`src/rtl/power_switch_ctrl.sv`:
```
// power_switch_ctrl
// Sequences a daisy chain of power-switch segments on and off one segment
// at a time, with a programmable settle delay between consecutive toggles.
// The switch enables are always thermometer-coded from the segment index.
// sleep_ack only moves when a ramp completes.
module power_switch_ctrl #(
    parameter int unsigned N_SWITCH = 8,
    parameter int unsigned STEP_W   = 8
) (
    input  logic                clk,
    input  logic                rst,
    input  logic                sleep_req,
    input  logic [STEP_W-1:0]   step_cycles,
    output logic [N_SWITCH-1:0] switch_en,
    output logic                sleep_ack,
    output logic                busy
);

    localparam int unsigned IDX_W = $clog2(N_SWITCH + 1);
    localparam logic [IDX_W-1:0] N_IDX = IDX_W'(N_SWITCH);

    typedef enum logic [1:0] {
        OFF       = 2'd0,
        RAMP_UP   = 2'd1,
        ON        = 2'd2,
        RAMP_DOWN = 2'd3
    } state_t;

    state_t                state_q, state_d;
    logic [IDX_W-1:0]      idx_q, idx_d;
    logic [STEP_W-1:0]     timer_q, timer_d;
    logic [N_SWITCH-1:0]   switch_en_q, switch_en_d;
    logic                  sleep_ack_q, sleep_ack_d;
    logic                  busy_q, busy_d;

    logic [STEP_W-1:0]     step_eff;
    logic [STEP_W-1:0]     reload;

    // Effective delay: a zero setting behaves as a one-cycle delay.
    always_comb begin
        step_eff = (step_cycles == '0) ? STEP_W'(1) : step_cycles;
        reload   = step_eff - STEP_W'(1);
    end

    // Next-state, index, timer and output computation.
    always_comb begin
        state_d     = state_q;
        idx_d       = idx_q;
        timer_d     = timer_q;
        sleep_ack_d = sleep_ack_q;
        busy_d      = busy_q;

        case (state_q)
            OFF: begin
                if (!sleep_req) begin
                    state_d = RAMP_UP;
                    idx_d   = IDX_W'(1);
                    timer_d = reload;
                    busy_d  = 1'b1;
                end
            end

            RAMP_UP: begin
                if (sleep_req) begin
                    // Reverse immediately without waiting for the timer.
                    state_d = RAMP_DOWN;
                    idx_d   = idx_q - IDX_W'(1);
                    timer_d = reload;
                end else if (timer_q != '0) begin
                    timer_d = timer_q - STEP_W'(1);
                end else if (idx_q < N_IDX) begin
                    idx_d   = idx_q + IDX_W'(1);
                    timer_d = reload;
                end else begin
                    state_d     = ON;
                    sleep_ack_d = 1'b0;
                    busy_d      = 1'b0;
                end
            end

            ON: begin
                if (sleep_req) begin
                    state_d = RAMP_DOWN;
                    idx_d   = N_IDX - IDX_W'(1);
                    timer_d = reload;
                    busy_d  = 1'b1;
                end
            end

            RAMP_DOWN: begin
                if (!sleep_req) begin
                    // Reverse immediately; idx is always below N_SWITCH here.
                    state_d = RAMP_UP;
                    idx_d   = idx_q + IDX_W'(1);
                    timer_d = reload;
                end else if (timer_q != '0) begin
                    timer_d = timer_q - STEP_W'(1);
                end else if (idx_q != '0) begin
                    idx_d   = idx_q - IDX_W'(1);
                    timer_d = reload;
                end else begin
                    state_d     = OFF;
                    sleep_ack_d = 1'b1;
                    busy_d      = 1'b0;
                end
            end

            default: begin
                state_d     = OFF;
                idx_d       = '0;
                timer_d     = '0;
                sleep_ack_d = 1'b1;
                busy_d      = 1'b0;
            end
        endcase
    end

    // Switch enables follow the next index as a thermometer code.
    always_comb begin
        switch_en_d = '0;
        for (int unsigned i = 0; i < N_SWITCH; i++) begin
            switch_en_d[i] = (i < 32'(idx_d));
        end
    end

    // State and output registers with asynchronous active-low reset.
    always_ff @(posedge clk or negedge rst) begin
        if (!rst) begin
            state_q     <= OFF;
            idx_q       <= '0;
            timer_q     <= '0;
            switch_en_q <= '0;
            sleep_ack_q <= 1'b1;
            busy_q      <= 1'b0;
        end else begin
            state_q     <= state_d;
            idx_q       <= idx_d;
            timer_q     <= timer_d;
            switch_en_q <= switch_en_d;
            sleep_ack_q <= sleep_ack_d;
            busy_q      <= busy_d;
        end
    end

    assign switch_en = switch_en_q;
    assign sleep_ack = sleep_ack_q;
    assign busy      = busy_q;

endmodule

```
`config.mk`:
```
export PLATFORM = sky130hd
export DESIGN_NAME = power_switch_ctrl
export DESIGN_NICKNAME = d
export VERILOG_FILES = /design/src/rtl/power_switch_ctrl.sv
export SDC_FILE = /design/constraint.sdc
export NUM_CORES = 1
export LEC_CHECK = 0
export BUFFER_PORTS_ARGS = -buffer_cell sky130_fd_sc_hd__buf_2
export CORE_UTILIZATION = 55
export CTS_CLUSTER_DIAMETER = 100
export DETAILED_ROUTE_END_ITERATION = 8
export MAX_ROUTING_LAYER = met4
export PLACE_DENSITY_LB_ADDON = 0.2
export SYNTH_ARGS = -nofsm -noshare
export SYNTH_HDL_FRONTEND = slang
export SYNTH_SLANG_ARGS = --single-unit
```
`constraint.sdc`:
```
create_clock -name clk -period 2.85 [get_ports clk]
set_input_delay 0 -clock clk [delete_from_list [all_inputs] [get_ports clk]]
set_output_delay 0 -clock clk [all_outputs]
set_load 0.005 [all_outputs]
```
==> results of run 1 <==
==> where the power goes <==
part           total, mW  internal [mW]  switching, mW
clock              0.146         0.0523         0.0937
combinational       1.46          0.619          0.839
sequential         0.686          0.489          0.197
==> flip-flops by register name (all words and copies together), names as in the netlist <==
register	flops
idx_q	4
busy	1
sleep_ack	1
switch_en	7
state_q	2
timer_q	8
==> logic make-up (layout without fill, tap and decap cells) <==
family,count (synthesis),in the layout,share of synthesized area (%)
xor gates and xnor gates,7,7,3.271
AOI/OAI and AO/OA,73,73,27.37
buffers and inverters,29,47,6.942
DFF,23,23,30.77
muxes,3,3,1.736
and+or+nand+nor,81,81,23.23
adders and majority gates,10,10,6.676
==> critical path: stages, from the launching register on <==
cell	delay, ns
dfrtp_1	0.44
inv_1	0.12
ha_1	0.18
or4b_4	0.53
o31a_1	0.32
o221ai_1	0.16
a41o_2	0.27
nor2b_4	0.22
o21ai_0	0.11
==> layout make-up <==
type,count,share of cell area (%)
multi-input combinational,174,57.27
sequential,23,28.30
timing repair buffer,26,7.244
inverter,17,3.131
tap,44,2.701
clock buffer,3,1.105
clock inverter,1,0.2455
==> stage by stage <==
| stage | cells | hold WS, ns |
|---|---|---|
| after CTS | 288 | 0.03000 |
| final | 288 | 0.03513 |
| after global placement | 283 | -0.001048 |
| after detailed placement | 283 | -0.002157 |
| after floorplan | 226 | -0.2956 |
| after global routing | 288 | 0.06185 |
==> metal layers <==
metal / vias to the layer above / track usage (%) / wire, microns
li1: 865 / - / -
met1: 814 / 37.94 / 2086
met2: 44 / 40.66 / 1907
met3: 8 / 2.772 / 172
met4: 0 / 7.309 / 50
met5: - / - / 0
==> layout by cell type, fill, tap and decap left out, types with 2 or more instances in the layout <==
cell type,count
a22oi_1,2
or3_1,6
o21ai_1,2
mux2_2,2
nor3b_1,6
o211ai_1,2
nand2b_1,2
a21oi_1,20
xnor2_1,3
a31oi_1,3
nor2_1,16
xor2_1,4
o311ai_1,2
nor3_1,8
buf_4,5
o31ai_1,4
nor4_1,2
nand2_1,21
buf_2,20
o21ai_0,15
nand4_1,2
nand3_1,9
nor2b_1,2
a32oi_1,2
ha_1,10
clkbuf_4,3
inv_1,16
a41oi_1,2
o41ai_1,2
or2_2,2
o221ai_1,2
dfrtp_1,22
==> path summary, 6_finish.rpt <==
check	from	end	slack, ns	depth (start not counted)
worst max-delay path	timer_q[0]	switch_en[2]	0.37	8
worst min-delay path	step_cycles[7]	timer_q[7]	0.04	3
worst max register to register	timer_q[0]	switch_en[2]	0.37	8
worst min register to register	sleep_ack	sleep_ack	0.50	2
max in group asynchronous	rst	sleep_ack	2.32	2
min in group asynchronous	rst	timer_q[3]	0.17	2
==> impl_metrics.toml, run 1 <==
[run_status]
outcome = "finished, final reports clean"

[critical_path]
worstPathMaxFanout = 8
critPathArrivalTime_ns = 2.65
worstSetupStartpointType = "flip-flop"
crit_required_ns = 3.02
path_class = "reg -> reg"
worst_setup_path_end_kind = "flip-flop"

[cells_and_area]
design_area_sq_mm = 0.002038
drive_gt1_share_pct = 18.44
multi_input_area_sq_mm = 0.001167
finalCoreUtilization_pct = 64.64
antenna_cells = 0
final_nets = 266
fill_cells = 287
area_growth_pct = 8.745
regArea_sq_um = 576.8

[logic_synthesis]
post-synth-top-count-cell = "dfrtp_1"
synth_top_area_cell = "dfrtp_1"
syn-num-nets = 247
synth_area_leaders = "dfrtp_1 (29%), ha_1 (6.7%), a21oi_1 (5.3%), nand2_1 (4.2%), o21ai_0 (4.0%)"
synth_ff_type = "dfrtp_1"
ys_types = 57
synth_edf_count = 0
syn_inst = 226
async_flop_share_pct = 100.0
synth-seq-cells = 23
seq_area_frac_synth_pct = 30.77
yosys-top-cells-count = "dfrtp_1 (22), nand2_1 (21), a21oi_1 (20), inv_1 (16), nor2_1 (16)"
yosysTopAreaCellShare_pct = 29.37
synth_area_sq_mm = 0.001874
syn_avg_cell_area_sq_um = 8.293
yosysWarnings = 0

[grt]
grt_max_degree = 24
grt_usage_pct = 26.80
grt_pass1_wl_microns = 7093
grt_pass1_vias = 1525
overflow = 0
grt_antenna_before_repair = 0

[clock_network]
clockBufferDepth = 2
cts.clk_slew.worst_paths_ns = 0.13
cts_resized = 0
cts_htree_levels = 1
clock_latency_ns = 0.31
cts_root_buffer = "clkbuf_4"
cts_tree = "built"
post_cts_buffers = 0
hold_buffers = 1
cts_num_sinks = 23
cts_buffers = 3

[timing]
finalSetupTns_ns = 0
timing.slew.headroom_pct = 60.97
final_max_slew_viol_count = 0
fmax_mhz = 402.5
finalCritPeriodShare_pct = 87.17
finalWorstSetupSlack_ns = 0.3655
layout_min_cycle_time_ns = 2.484
clock_skew_ns = 0.01199
worstMarginPinSlew_ns = 0.5793
grt_setup_unrepaired = "false"
final_hold_viol_count = 0
setup_violations = 0

[detailed_routing]
vias = 1731
drc = 0
firstDrtPassIters = 4
wl_microns = 4216
via_per_inst = 6.010
first_iter_violations = 148
ant_nets = 0
wl_per_cell_microns = 14.64

[floorplan]
dieArea_sq_mm = 0.003645
fp.dieW_microns = 60.38
initial_core_util_pct = 59.44
die_y_microns = 60.38
placement_rows = 20
core_area_sq_mm = 0.003153
io_pins = 21

[pwr]
power_mw = 2.290
cellPowerDensity_mw_per_mm2 = 1123
peakVddDrop_v = 0.0006062
p_leak_nw = 0.8532

[placed_design]
place_area_sq_mm = 0.002001
pre_cts_slack_ns = 0.4082
numPortBuffers = 20
place.gp.congestion = 0.9611
place_hpwl_microns = 3231

[run]
maxCapViolations = 0

[hold_path]
min_path_type = "in -> reg"
Power figures use the tool's default switching activity.
==> run 2, diff against run 1 <==
PLACE_DENSITY = 0.81   (was not set)
PLACE_DENSITY_LB_ADDON = not set   (was 0.2)
SKIP_CTS_REPAIR_TIMING = 1   (was not set)
==> impl_metrics.toml, run 2 (synthesis gave the netlist of run 1 again) <==
[pwr]
peakVddDrop_v = 0.0008011
power_mw = 2.322
p_leak_nw = 0.8494
cellPowerDensity_mw_per_mm2 = 1138

[critical_path]
r2r-start = "timer_q[0]"
r2r-end = "switch_en[2]"
critPathArrivalTime_ns = 2.68
worst_setup_path_end_kind = "flip-flop"
path_class = "reg -> reg"
slowest_delay_ns = 0.53
worstSetupStartpointType = "flip-flop"
r2r_cells = 8
critPathBufInv = 1
reg2reg_setup_slack_ns = 0.38
path_delay_family = "compound AO/OA/AOI/OAI gates"
cpMaxStageDelayCell = "or4b_4"
worstPathMaxFanout = 8
crit_required_ns = 3.06
path_cells = "inv_1 > ha_1 > or4b_4 > o31a_1 > o221ai_1 > a41o_2 > nor2b_4 > o21ai_0"

[cells_and_area]
final_cell_mix = "dfrtp_1 (22), nand2_1 (21), a21oi_1 (20), buf_2 (20)"
area_growth_pct = 8.879
drive_gt1_share_pct = 18.44
regArea_sq_um = 576.8
largest_reg_flops = 8
multi_input_area_sq_mm = 0.001167
antenna_cells = 0
fin_cells = 288
largest-register = "timer_q"
fill_cells = 292
final_nets = 266
layout_commonest_cell = "dfrtp_1"

[clock_network]
cts_tree = "built"
clock_latency_ns = 0.33
cts_root_buffer = "clkbuf_4"
cts_htree_levels = 1
cts.clk_slew.worst_paths_ns = 0.15
clockBufferDepth = 2
cts_num_sinks = 23
cts_buffers = 3

[timing]
timing.slew.headroom_pct = 56.98
finalCritPeriodShare_pct = 86.67
clock_skew_ns = 0.007179
final_max_slew_viol_count = 0
grt_setup_unrepaired = "false"
worstMarginPinSlew_ns = 0.6385
setup_violations = 0
final_hold_viol_count = 0
finalSetupTns_ns = 0
fmax_mhz = 404.9
layout_min_cycle_time_ns = 2.470

[detailed_routing]
vias = 1757
wl_microns = 4324
wl_per_cell_microns = 15.01
first_iter_violations = 95
ant_nets = 0
drc = 0
firstDrtPassIters = 4
via_per_inst = 6.101

[floorplan]
initial_core_util_pct = 59.44
placement_rows = 20
core_area_sq_mm = 0.003153
io_pins = 21
fp.dieW_microns = 60.38
dieArea_sq_mm = 0.003645
die_y_microns = 60.38

[grt]
grt_max_degree = 24
grt_pass1_wl_microns = 7100
overflow = 0
grt_antenna_before_repair = 0
grt_usage_pct = 26.69
grt_pass1_vias = 1536

[hold_path]
min_path_cells = 3
min_path_type = "in -> reg"
min_to = "timer_q[7]"
hold_start = "step_cycles[7]"

[placed_design]
place.gp.congestion = 0.9968
numPortBuffers = 20
place_hpwl_microns = 3186
dp_cells = 283

[run_status]
outcome = "finished, final reports clean"

[run]
maxCapViolations = 0
run 2: changes by cell type in the layout (fill, tap and decap cells not counted):
cell / before / now
clkinv_2: 1 / 0
clkinvlp_4: 0 / 1
run 2: final cells by class:
cell class	count	share of cell area, %
Clock buffer	3	1.104
Clock inverter	1	0.3679
Inverter	17	3.127
Multi-Input combinational cell	174	57.20
Sequential cell	23	28.26
Tap cell	44	2.698
Timing Repair Buffer	26	7.235
run 2: through the flow:
step	hold WS (ns)	worst slack, ns	utilization, %	area [sq um]
finish	0.01697	0.3800	64.72	2041
global route	0.03782	0.1906	64.72	2041
CTS	-0.3766	0.3745	64.40	2031
detailed placement	0.007807	0.3761	63.45	2001
global placement	-0.001253	0.4548	63.45	2001
floorplan	-0.2956	0.5027	-	1874
run 2: report_power, final:
| group | switching, mW | total (mW) | internal, mW |
|---|---|---|---|
| combinational | 0.850 | 1.47 | 0.619 |
| clock | 0.115 | 0.169 | 0.0539 |
| sequential | 0.195 | 0.684 | 0.489 |
run 2: layer usage:
metal / vias up / GRT usage (%) / routed length, microns
li1: 869 / - / -
met1: 818 / 40.43 / 2111
met2: 65 / 38.30 / 1897
met3: 5 / 2.345 / 274
met4: 0 / 5.980 / 41
met5: - / - / 0
run 2: how the worst max path moves through the flow:
stage,start,to,slack [ns],cells past startpoint
after CTS,timer_q[0],switch_en[2],0.37,8
after global placement,timer_q[0],switch_en[2],0.45,8
after detailed placement,timer_q[0],switch_en[2],0.38,8
after global routing,timer_q[0],switch_en[0],0.19,8
after floorplan,timer_q[0],switch_en[2],0.50,9
final,timer_q[0],switch_en[2],0.38,8
run 2: tightest hold or removal path, stage by stage:
cell and delay, ns:
buf_2 0.12, a21oi_1 0.13, o31ai_1 0.07
==> run 3, diff against run 2 <==
GPL_TIMING_DRIVEN = 0   (was not set)
SETUP_SLACK_MARGIN = 0.05   (was not set)
==> impl_metrics.toml, run 3 (synthesis gave the netlist of run 1 again) <==
[timing]
finalWorstSetupSlack_ns = 0.2596
layout_min_cycle_time_ns = 2.590
clock_skew_ns = 0.005818
finalSetupTns_ns = 0
setup_violations = 0
timing.slew.headroom_pct = 43.37
worstMarginPinSlew_ns = 0.8417
final_hold_viol_count = 0
grt_setup_unrepaired = "false"
fmax_mhz = 386.0
finalCritPeriodShare_pct = 90.89
final_max_slew_viol_count = 0

[cells_and_area]
fill_cells = 271
area_growth_pct = 11.48
final_cell_mix = "buf_2 (22), dfrtp_1 (22), nand2_1 (21)"
antenna_cells = 0
largest_reg_flops = 8
final_nets = 275
fin_cells = 297
largest-register = "timer_q"
multi_input_area_sq_mm = 0.001176
drive_gt1_share_pct = 18.97
regArea_sq_um = 576.8
finalCoreUtilization_pct = 66.27

[critical_path]
path_class = "reg -> reg"
path_delay_family = "compound AO/OA/AOI/OAI gates"
r2r-end = "switch_en[2]"
cpMaxStageDelayCell = "or4b_4"
worstPathMaxFanout = 8
crit_path_end = "switch_en[2]"
slowest_delay_ns = 0.47
critPathArrivalTime_ns = 2.78
critPathBufInv = 2
reg2reg_setup_slack_ns = 0.26
r2r-start = "timer_q[0]"
path_cells = "inv_1 > ha_1 > or4b_4 > buf_6 > o31a_1 > o221ai_1 > a41o_2 > nor2b_4 > o21ai_0"
worstSetupStartpointType = "flip-flop"
startpoint = "timer_q[0]"
r2r_cells = 9
crit_required_ns = 3.04
worst_setup_path_end_kind = "flip-flop"
worst-path-stages = 9

[pwr]
switching_share_pct = 49.89
p_leak_nw = 0.8717
p_seq_share_pct = 27.0
peakVddDrop_v = 0.0006608
cellPowerDensity_mw_per_mm2 = 1128
p_sw_mw = 1.175
power.internal_mw = 1.181
clkPwrFrac_pct = 6.7
power_mw = 2.356
pwr-share-comb_pct = 66.3

[grt]
grt_max_degree = 24
grt_pass1_wl_microns = 7141
grt_pass1_vias = 1516
grt_usage_pct = 26.81
overflow = 0
grt_antenna_before_repair = 0

[clock_network]
cts_buffers = 3
cts_tree = "built"
clock_latency_ns = 0.32
cts_htree_levels = 1
cts_num_sinks = 23
cts_root_buffer = "clkbuf_4"
clockBufferDepth = 2
cts.clk_slew.worst_paths_ns = 0.13

[placed_design]
pre_cts_slack_ns = 0.05044
place.gp.congestion = 0.9459
place_hpwl_microns = 3276
dp_cells = 290
numPortBuffers = 20

[detailed_routing]
ant_nets = 0
via_per_inst = 6.047
wl_per_cell_microns = 14.80
drc = 0
wl_microns = 4395
firstDrtPassIters = 4
vias = 1796
first_iter_violations = 99

[floorplan]
initial_core_util_pct = 59.44
placement_rows = 20
dieArea_sq_mm = 0.003645
io_pins = 21
core_area_sq_mm = 0.003153
die_y_microns = 60.38
fp.dieW_microns = 60.38

[run]
maxCapViolations = 0

[run_status]
outcome = "finished, final reports clean"

[hold_path]
min_path_type = "in -> reg"
run 3: layout make-up:
class | count | area share [%]
Buffer | 12 | 3.174
Clock buffer | 4 | 1.257
Inverter | 17 | 3.054
Multi-Input combinational cell | 174 | 56.29
Sequential cell | 23 | 27.60
Tap cell | 44 | 2.635
Timing Repair Buffer | 23 | 5.988
run 3: worst min-delay path by stage:
stage | from | slack, ns | endpoint | depth (start not counted)
after floorplan | rst | -0.30 | busy | 0
after global placement | rst | -0.005 | state_q[0] | 1
after detailed placement | rst | -0.002 | state_q[1] | 1
after CTS | rst | -0.36 | state_q[1] | 1
after global routing | step_cycles[7] | 0.08 | timer_q[7] | 3
final | step_cycles[7] | 0.03 | timer_q[7] | 3
run 3: worst register-to-register path, delay by kind of cell, from the launching register on:
kind / cells / cell delay, ns
compound gates: 4 / 0.84
fa+ha+maj: 1 / 0.21
buf+inv: 2 / 0.27
flops: 1 / 0.44
simple gates: 2 / 0.70
run 3: through the flow:
step | hold WS [ns] | area, sq um
final | 0.03071 | 2090
after floorplan | -0.2956 | 1874
after detailed placement | -0.002160 | 2029
after global placement | -0.004658 | 2029
after CTS | -0.3598 | 2056
after global routing | 0.07819 | 2090
run 3: per-layer routing:
metal | routed length (microns) | part of all wire, % | vias to the layer above | global-route usage, %
li1 | - | - | 884 | -
met1 | 2104 | 48 | 820 | 40.13
met2 | 1929 | 44 | 88 | 38.30
met3 | 336 | 7.6 | 4 | 3.625
met4 | 25 | 0.57 | 0 | 5.648
met5 | 0 | 0 | - | -
run 3: power groups by stage:
stage	clock (mW)	sequential [mW]	combinational (mW)
floorplan	0	0.612	1.17
global placement	0	0.631	1.51
detailed placement	0	0.635	1.53
CTS	0.159	0.629	1.54
global route	0.169	0.655	1.75
finish	0.157	0.636	1.56
